$ cat src/rtl/byte_assembler_if.sv
// -----------------------------------------------------------------------------
// byte_assembler_if
//   Bundles the serial input, the word handshake and the status outputs of
//   byte_assembler.
//
//   Signals
//     bit_in      serial data bit                         (producer -> assembler)
//     bit_valid   bit_in qualifier, no backpressure       (producer -> assembler)
//     byte_ready  consumer accepts byte_out               (consumer -> assembler)
//     byte_out    assembled word, DATA_W bits             (assembler -> consumer)
//     byte_valid  byte_out holds an unconsumed word       (assembler -> consumer)
//     bit_cnt     bits received in the current frame      (assembler -> consumer)
//     overrun     sticky: a completed word was dropped    (assembler -> consumer)
//     parity_err  parity result for the word on byte_out  (assembler -> consumer)
//
//   Modports
//     slave   the assembler side
//     master  the side that drives bits / ready and watches the outputs
// -----------------------------------------------------------------------------
interface byte_assembler_if #(
    parameter int DATA_W = 8
);
    localparam int CNT_W = $clog2(DATA_W + 1);

    logic              bit_in;
    logic              bit_valid;
    logic              byte_ready;
    logic [DATA_W-1:0] byte_out;
    logic              byte_valid;
    logic [CNT_W-1:0]  bit_cnt;
    logic              overrun;
    logic              parity_err;

    modport slave (
        input  bit_in, bit_valid, byte_ready,
        output byte_out, byte_valid, bit_cnt, overrun, parity_err
    );

    modport master (
        output bit_in, bit_valid, byte_ready,
        input  byte_out, byte_valid, bit_cnt, overrun, parity_err
    );
endinterface

$ cat src/rtl/byte_assembler.sv
// -----------------------------------------------------------------------------
// byte_assembler
//   Serial-to-parallel front end: shifts in qualified serial bits, assembles
//   DATA_W-bit words and presents them with a valid/ready handshake. Words that
//   complete while the consumer is stalled are dropped and flagged by a sticky
//   overrun bit.
//
//   Parameters
//     DATA_W     word width (2..32)
//     MSB_FIRST  1: first bit received lands in byte_out[DATA_W-1]
//                0: first bit received lands in byte_out[0]
//
//   Ports
//     clk        rising-edge clock
//     reset      asynchronous active-high reset, clears all state
//     clr        synchronous clear, same effect as reset, wins over all inputs
//     bus        byte_assembler_if.slave (bit_in, bit_valid, byte_ready in;
//                byte_out, byte_valid, bit_cnt, overrun, parity_err out)
//
//   Optional feature (macro PARITY_CHK_EN)
//     Defined:   each frame is DATA_W data bits followed by one even-parity bit;
//                parity_err loads with byte_out (1 = parity mismatch).
//     Undefined: frame is DATA_W bits; parity_err is constant 0.
// -----------------------------------------------------------------------------
module byte_assembler #(
    parameter int DATA_W    = 8,
    parameter bit MSB_FIRST = 1'b1
) (
    input logic             clk,
    input logic             reset,
    input logic             clr,
    byte_assembler_if.slave bus
);
    localparam int CNT_W = $clog2(DATA_W + 1);
`ifdef PARITY_CHK_EN
    localparam int FL = DATA_W + 1;
`else
    localparam int FL = DATA_W;
`endif
    localparam logic [CNT_W-1:0] LAST_CNT = CNT_W'(FL - 1);

    typedef enum logic {
        EMPTY = 1'b0,
        FULL  = 1'b1
    } state_t;

    state_t            state_q, state_d;
    logic [CNT_W-1:0]  cnt_q, cnt_d;
    logic [DATA_W-1:0] shift_q, shift_d;
    logic [DATA_W-1:0] byte_q, byte_d;
    logic              par_q, par_d;
    logic              ovr_q, ovr_d;

    logic [DATA_W-1:0] shifted;
    logic [DATA_W-1:0] word;
    logic              word_par;
    logic              complete;

    always_ff @(posedge clk or posedge reset) begin
        if (reset) begin
            state_q <= EMPTY;
            cnt_q   <= '0;
            shift_q <= '0;
            byte_q  <= '0;
            par_q   <= 1'b0;
            ovr_q   <= 1'b0;
        end else if (clr) begin
            state_q <= EMPTY;
            cnt_q   <= '0;
            shift_q <= '0;
            byte_q  <= '0;
            par_q   <= 1'b0;
            ovr_q   <= 1'b0;
        end else begin
            state_q <= state_d;
            cnt_q   <= cnt_d;
            shift_q <= shift_d;
            byte_q  <= byte_d;
            par_q   <= par_d;
            ovr_q   <= ovr_d;
        end
    end

    always_comb begin
        state_d  = state_q;
        cnt_d    = cnt_q;
        shift_d  = shift_q;
        byte_d   = byte_q;
        par_d    = par_q;
        ovr_d    = ovr_q;
        complete = 1'b0;

        if (MSB_FIRST) begin
            shifted = {shift_q[DATA_W-2:0], bus.bit_in};
        end else begin
            shifted = {bus.bit_in, shift_q[DATA_W-1:1]};
        end

`ifdef PARITY_CHK_EN
        // The completing bit is the parity bit: the data word is already
        // sitting in the shift register and parity covers data plus that bit.
        word     = shift_q;
        word_par = (^shift_q) ^ bus.bit_in;
`else
        // The completing bit is the last data bit, so take it from the
        // shifted value rather than waiting a cycle for the register.
        word     = shifted;
        word_par = 1'b0;
`endif

        // Shift path runs regardless of the output state. Shifting the parity
        // bit in is harmless: the next DATA_W bits overwrite the register.
        if (bus.bit_valid) begin
            shift_d = shifted;
            if (cnt_q == LAST_CNT) begin
                cnt_d    = '0;
                complete = 1'b1;
            end else begin
                cnt_d = cnt_q + 1'b1;
            end
        end

        case (state_q)
            EMPTY: begin
                if (complete) begin
                    byte_d  = word;
                    par_d   = word_par;
                    state_d = FULL;
                end
            end
            FULL: begin
                if (bus.byte_ready) begin
                    if (complete) begin
                        // Old word leaves as the new one arrives: no loss.
                        byte_d = word;
                        par_d  = word_par;
                    end else begin
                        state_d = EMPTY;
                    end
                end else if (complete) begin
                    // Consumer stalled: keep the held word, drop the new one.
                    ovr_d = 1'b1;
                end
            end
            default: state_d = EMPTY;
        endcase
    end

    assign bus.byte_out   = byte_q;
    assign bus.byte_valid = (state_q == FULL);
    assign bus.bit_cnt    = cnt_q;
    assign bus.overrun    = ovr_q;
    assign bus.parity_err = par_q;

endmodule

$ cat src/flat_wrapper.sv
// flat-port wrapper written by rule: the top's interface ports become plain ports
module byte_assembler_flat 
#(
    parameter int DATA_W    = 8,
    parameter bit MSB_FIRST = 1'b1
)
  (clk, reset, clr, bus_bit_in, bus_bit_valid, bus_byte_ready, bus_byte_out, bus_byte_valid, bus_bit_cnt, bus_overrun, bus_parity_err);
  byte_assembler_if #(.DATA_W(DATA_W)) bus_i ();
  input logic clk;
  input logic reset;
  input logic clr;
  input wire logic [$bits(bus_i.bit_in)-1:0] bus_bit_in;
  input wire logic [$bits(bus_i.bit_valid)-1:0] bus_bit_valid;
  input wire logic [$bits(bus_i.byte_ready)-1:0] bus_byte_ready;
  output wire logic [$bits(bus_i.byte_out)-1:0] bus_byte_out;
  output wire logic [$bits(bus_i.byte_valid)-1:0] bus_byte_valid;
  output wire logic [$bits(bus_i.bit_cnt)-1:0] bus_bit_cnt;
  output wire logic [$bits(bus_i.overrun)-1:0] bus_overrun;
  output wire logic [$bits(bus_i.parity_err)-1:0] bus_parity_err;
  assign bus_i.bit_in = bus_bit_in;
  assign bus_i.bit_valid = bus_bit_valid;
  assign bus_i.byte_ready = bus_byte_ready;
  assign bus_byte_out = bus_i.byte_out;
  assign bus_byte_valid = bus_i.byte_valid;
  assign bus_bit_cnt = bus_i.bit_cnt;
  assign bus_overrun = bus_i.overrun;
  assign bus_parity_err = bus_i.parity_err;
  byte_assembler #(.DATA_W(DATA_W), .MSB_FIRST(MSB_FIRST)) u_core (.clk(clk), .reset(reset), .clr(clr), .bus(bus_i));
endmodule
$ cat config.mk
export PLATFORM = sky130hd
export DESIGN_NAME = byte_assembler_flat
export DESIGN_NICKNAME = d
export VERILOG_FILES = /design/src/rtl/byte_assembler_if.sv /design/src/rtl/byte_assembler.sv /design/src/flat_wrapper.sv
export SDC_FILE = /design/constraint.sdc
export NUM_CORES = 1
export LEC_CHECK = 0
export BUFFER_PORTS_ARGS = -buffer_cell sky130_fd_sc_hd__buf_4
export CAP_MARGIN = 20
export CELL_PAD_IN_SITES_DETAIL_PLACEMENT = 1
export CELL_PAD_IN_SITES_GLOBAL_PLACEMENT = 1
export CORE_AREA = 2 2 52 54
export CTS_CLUSTER_SIZE = 12
export DETAILED_ROUTE_END_ITERATION = 8
export DIE_AREA = 0 0 54 56
export HOLD_SLACK_MARGIN = 0.08
export PLACE_DENSITY = 0.73
export SLEW_MARGIN = 20
export SYNTH_ARGS = -nofsm -noshare
export SYNTH_HDL_FRONTEND = slang
export SYNTH_SLANG_ARGS = --single-unit
$ cat constraint.sdc
create_clock -name clk -period 1.5 [get_ports clk]
set_input_delay 0.3 -clock clk [delete_from_list [all_inputs] [get_ports clk]]
set_output_delay 0.3 -clock clk [all_outputs]
set_load 0.05 [all_outputs]
==> summary.json, run 1 <==
{
  "run_status": "completed",
  "grt_antenna_before_repair": 0,
  "root_buffer": "clkbuf_4",
  "routabilityCongestion": 0.6935,
  "asyncSetResetFlopFracSynth_pct": 100.0,
  "intPower_mw": 0.7089,
  "finish.utilization_pct": 45.47,
  "ctsHtreeMaxLevel": 1,
  "detailed_place.area_sq_um": 1061,
  "clock_sink_count": 21,
  "place.port_buffers": 19,
  "post_layout_nonfiller_instances": 136,
  "finalCriticalPeriod_ns": 1.389,
  "worst-endpoint-arrival_ns": 1.63,
  "yosys-top-cells-area": "dfrtp_1 (58%), mux2i_1 (8.9%), a21oi_1 (6.1%)",
  "clock_tree.buffer_depth": 2,
  "cts_repair_resize_count": 0,
  "synth_ff_type": "dfrtp_1",
  "use_met3_pct": 3.495,
  "ys_seq_area_share_pct": 58.09,
  "critPathMaxFanout": 9,
  "p_sw_mw": 0.2493,
  "setup.worst_path.start_class": "flop",
  "first_pass_grt_wire_length_mm": 3.229,
  "cts_bufs_inserted": 3,
  "syn_inst": 86,
  "synth_top_cell_by_area": "dfrtp_1",
  "hold_slack_ns": 0.2609,
  "place.detailed.instances": 130,
  "timing.critical_path.from": "u_core.bus.bit_cnt[0]",
  "timing.critical_path.to": "u_core.bus.byte_out[3]",
  "drc": 0,
  "route.detailed.wl_per_inst_um": 13.53,
  "final-setup-viol-count": 0,
  "pwr_density_cell_nw_per_um2": 866.3,
  "ys.warnings.count": 0,
  "postRouteWirelength_mm": 1.840,
  "hold_class": "input pin to flop",
  "post-synth-top-count-cell": "dfrtp_1",
  "core-area_sq_um": 2432,
  "met2_usage_pct": 19.69,
  "detail_route.iter0.violations": 12,
  "ant_nets": 0,
  "worst_clock_skew_ns": 0.003292,
  "syn_avg_cell_area_sq_um": 10.52,
  "report.final.hold_viol_count": 0,
  "grtUsageMet1_pct": 20.82,
  "postSynthRegisterBits": 21,
  "synth_enable_flop_cells": 0,
  "vias": 690,
  "static-leakage-power_nw": 0.5378,
  "worst_ep_required_ns": 1.74,
  "worst-setup-path-type": "flop to flop",
  "tritoncts": "built",
  "detailedRoute.firstPassIterationCount": 3,
  "final-seq-area_sq_um": 528.0,
  "cap_viol_max_count": 0,
  "clk_latency_ns": 0.31,
  "timing.reg2reg.setup_slack_ns": 0.11,
  "grt_start_max_net_pins": 22,
  "p_total_mw": 0.9582,
  "synthesis.area_sq_um": 904.6,
  "finalMaxSlewViolations": 0,
  "num_io_pins": 21,
  "grt.total_usage_pct": 14.14,
  "die_ar_sq_um": 3024,
  "synth_nets": 93,
  "hpwlAfterDp_mm": 1.358,
  "dieWidth_um": 54,
  "fmaxAchievable_ghz": 0.7199,
  "die_height_um": 56,
  "areaGrowthSynthToFinish_pct": 22.27,
  "congestion_overflow_gr": 0,
  "first_global_vias": 684,
  "drive_gt1_share_pct": 25.47,
  "final_critical_path_setup_slack_ns": 0.1109,
  "min_from": "bus_bit_in",
  "worst_setup_hold_path_clk_slew_ns": 0.12,
  "antenna_diode_count": 0,
  "p_clk_share_pct": 28.8,
  "part_of_the_total_power_dissipated_in_combinational_logic_pct": 10.2,
  "p_seq_share_pct": 61.0,
  "fp-row-count": 18,
  "swShare_pct": 26.02,
  "grt_setup_unrepaired": "false",
  "timing.rr.end": "u_core.bus.byte_out[3]",
  "filler_cell_count": 285,
  "grt_busiest_layer": "met1",
  "final_design_area_no_fill_sq_um": 1106,
  "post-synth-top-area-fraction_pct": 58.09,
  "multiInputGateArea_sq_um": 341.6,
  "vdd.ir_drop.worst_v": 0.0004782,
  "timing.final.crit_share_pct": 92.61,
  "cp-end-kind": "flop",
  "yosys-top-cells-count": "dfrtp_1 (21), a21oi_1 (11), nor2_1 (11)",
  "r2r_start": "u_core.bus.bit_cnt[0]",
  "num-nets-final": 114,
  "start_util_pct": 37.19,
  "ys_types": 20,
  "reg2reg_depth": 4,
  "setup_total_negative_slack_ns": 0,
  "placement.setup.worst_slack_ns": 0.08612,
  "via_per_inst": 5.074
}
[registers in the layout, indices dropped and copies added (netlist names)]
name	cells
u_core.bus.bit_cnt	4
u_core.bus.byte_out	8
u_core.bus.overrun	1
u_core.bus.byte_valid	1
u_core.shift_q	7
[critical path, stage by stage, from the launching register on]
cell     delay [ns]
dfrtp_2        0.41
ha_1           0.21
and4b_1        0.40
nand3_1        0.16
a21oi_1        0.15
[area by class of cell]
| class | instances | area share (%) |
|---|---|---|
| sequential | 21 | 47.74 |
| multi-input combinational | 58 | 30.88 |
| timing repair buffer | 22 | 15.16 |
| tap | 30 | 3.394 |
| clock buffer | 3 | 2.036 |
| clock inverter | 1 | 0.4525 |
| inverter | 1 | 0.3394 |
[cells by family after synthesis]
family | after synthesis | share of synthesized area (%)
AOI/OAI and AO/OA | 19 | 10.51
xor gates and xnor gates | 2 | 1.937
adders and majority gates | 1 | 1.383
buffers and inverters | 7 | 4.149
DFF | 21 | 58.09
muxes | 8 | 8.852
other | 1 | 0.4145
and+or+nand+nor | 27 | 14.66
[layout by cell type (no fill, tap or decap)]
master,count
nand3_1,8
nand4b_1,1
and4b_1,1
dlygate4sd3_1,1
clkinv_2,1
nand2b_1,1
xnor2_1,1
nor2b_1,1
nor2_1,11
nand2_1,2
inv_1,1
ha_1,1
clkbuf_4,3
conb_1,1
dfrtp_2,2
xor2_1,1
buf_4,21
dfrtp_1,19
mux2i_1,8
nand4_1,1
a21oi_1,11
o21ai_0,8
or3_1,1
[power by group through the flow]
stage	Combinational (mW)	Clock, mW	Sequential [mW]
2_1_floorplan	0.0488	0	0.614
6_report	0.0981	0.276	0.585
5_1_grt	0.108	0.313	0.586
3_3_place_gp	0.0960	0	0.595
3_5_place_dp	0.0984	0	0.596
4_1_cts	0.101	0.284	0.585
[how the worst min path moves through the flow]
stage                                   to  slack (ns)  cells after the start
floorplan            u_core.bus.bit_cnt[2]        0.28                      1
global placement     u_core.bus.bit_cnt[2]        0.35                      3
detailed placement   u_core.bus.bit_cnt[2]        0.36                      3
CTS                 u_core.bus.byte_out[0]        0.25                      3
global route        u_core.bus.byte_out[0]        0.24                      3
finish              u_core.bus.byte_out[0]        0.26                      3
[layer usage]
metal,vias to the layer above,wire length (um)
met1,337,882
met5,-,0
met4,0,27
met3,4,74
li1,335,-
met2,14,855
[repair_timing]
| action | CTS | global route |
|---|---|---|
| hold buffers | 1 | 0 |
| endpoints found under the setup margin | 0 | 3 |
| hold endpoints to repair | 21 | 0 |
| buffers inserted | 0 | 1 |
Power figures use the tool's default switching activity.
==> run 2: changes to the inputs <==
- CORE_AREA: 2 2 52 54 -> 2 2 50 52
- DIE_AREA: 0 0 54 56 -> 0 0 52 54
- PLACE_DENSITY: 0.73 -> 0.78
- clock period: 1.5 -> 1.75 ns (I/O delays scaled with it)
==> summary.json, run 2 (synthesis gave the netlist of run 1 again) <==
{
  "run_status": "completed",
  "fmaxAchievable_ghz": 0.6860,
  "die_height_um": 54,
  "worst_slew_margin_rel_pct": 64.48,
  "cap_viol_max_count": 0,
  "final-seq-area_sq_um": 525.5,
  "largest_reg_flops": 8,
  "cts_repair_resize_count": 0,
  "filler_cell_count": 270,
  "detail_route.iter0.violations": 9,
  "crit_chain": "ha_1, nand4b_1, o21ai_0, a21oi_1",
  "worst_setup_hold_path_clk_slew_ns": 0.11,
  "tritoncts": "built",
  "setup_total_negative_slack_ns": 0,
  "grt.total_usage_pct": 14.40,
  "timing.final.crit_share_pct": 83.30,
  "hold_slack_ns": 0.3252,
  "timing.critical_path.slowest_stage_cell": "dfrtp_1",
  "vdd.ir_drop.worst_v": 0.0004468,
  "pwr_density_cell_nw_per_um2": 734.6,
  "cts.hold.buffers_added": 1,
  "report.final.hold_viol_count": 0,
  "multiInputGateArea_sq_um": 341.6,
  "clock_sink_count": 21,
  "ant_nets": 0,
  "grt_setup_unrepaired": "false",
  "ctsHtreeMaxLevel": 1,
  "postRouteWirelength_mm": 1.773,
  "detailedRoute.firstPassIterationCount": 4,
  "finish.utilization_pct": 47.20,
  "clock_tree.buffer_depth": 2,
  "areaGrowthSynthToFinish_pct": 21.02,
  "min_path_cells": 3,
  "post_cts_setup_buffers": 0,
  "core-area_sq_um": 2320,
  "cp-end-kind": "flop",
  "worst_path_dominant_cell_family": "flip-flops",
  "routabilityCongestion": 0.7609,
  "hpwlAfterDp_mm": 1.300,
  "drive_gt1_share_pct": 21.90,
  "actual_slew_at_the_worst_max_slew_pin_ns": 0.5318,
  "num-nets-final": 113,
  "route.detailed.wl_per_inst_um": 13.13,
  "num_io_pins": 21,
  "finalCriticalPeriod_ns": 1.458,
  "reg2reg_depth": 4,
  "vias": 664,
  "hold_class": "input pin to flop",
  "critPathMaxFanout": 9,
  "grt_antenna_before_repair": 0,
  "timing.reg2reg.setup_slack_ns": 0.29,
  "first_global_vias": 663,
  "setup.worst_path.start_class": "flop",
  "congestion_overflow_gr": 0,
  "grt_start_max_net_pins": 22,
  "place.detailed.instances": 130,
  "via_per_inst": 4.919,
  "place.port_buffers": 19,
  "clk_latency_ns": 0.29,
  "post_layout_nonfiller_instances": 135,
  "worst-setup-path-type": "flop to flop",
  "root_buffer": "clkbuf_4",
  "mostFrequentLayoutCells": "dfrtp_1 (21), buf_4 (20), a21oi_1 (11), nor2_1 (11)",
  "worst_clock_skew_ns": 0.005288,
  "worst-endpoint-arrival_ns": 1.64,
  "layout_commonest_cell": "dfrtp_1",
  "die_ar_sq_um": 2808,
  "start_util_pct": 39.00,
  "critical_path.n_buffers_inverters": 0,
  "drc": 0,
  "cp.depth": 4,
  "dieWidth_um": 52,
  "finalMaxSlewViolations": 0,
  "antenna_diode_count": 0,
  "fp-row-count": 18,
  "cts_bufs_inserted": 3,
  "worst_ep_required_ns": 1.93,
  "first_pass_grt_wire_length_mm": 2.973,
  "static-leakage-power_nw": 0.5338,
  "cpPeakStageDelay_ns": 0.42,
  "final-setup-viol-count": 0
}
-- run 2: changes by cell type in the layout (fill, tap and decap cells not counted) --
cell      before  now
dfrtp_1       19   21
dfrtp_2        2    0
buf_4         21   20
clkbuf_1       0    1
clkinv_2       1    0
-- run 2: through the flow --
step                      worst slack [ns]  power [mW]  cell area, sq um
after floorplan                     0.1871      0.5671             904.6
after global placement              0.4113      0.5907              1059
after detailed placement            0.2884      0.5937              1059
after CTS                           0.2719      0.8211              1095
after global routing                0.1348      0.8568              1095
final                               0.2923      0.8042              1095
-- run 2: path summary, 6_finish.rpt --
check                                         end                  start
max                        u_core.bus.byte_out[7]  u_core.bus.bit_cnt[0]
min                             u_core.shift_q[0]             bus_bit_in
max reg2reg                u_core.bus.byte_out[7]  u_core.bus.bit_cnt[0]
min reg2reg                    u_core.bus.overrun     u_core.bus.overrun
max in group asynchronous   u_core.bus.bit_cnt[0]                  reset
min in group asynchronous   u_core.bus.byte_valid                  reset
-- run 2: cell type report --
type	count	area share (%)
flip-flops and latches	21	48.00
multi-input cells	58	31.20
repair buffers	21	14.63
well taps	30	3.429
clock buffers	4	2.400
inverters	1	0.3429
-- run 2: worst min-delay path, cell delays in order --
cell and delay [ns]:
buf_4 0.09, mux2i_1 0.06, nor2_1 0.08
-- run 2: metal layers --
metal,wire (um),track usage [%],vias up
met5,0,0,-
met1,871,19.12,322
met2,838,23.63,9
li1,-,-,331
met4,19,6.579,0
met3,43,1.667,2
-- run 2: report_power, final --
| part | switching (mW) | total [mW] | internal (mW) |
|---|---|---|---|
| Clock | 0.132 | 0.220 | 0.0885 |
| Sequential | 0.00773 | 0.500 | 0.492 |
| Combinational | 0.0551 | 0.0838 | 0.0287 |
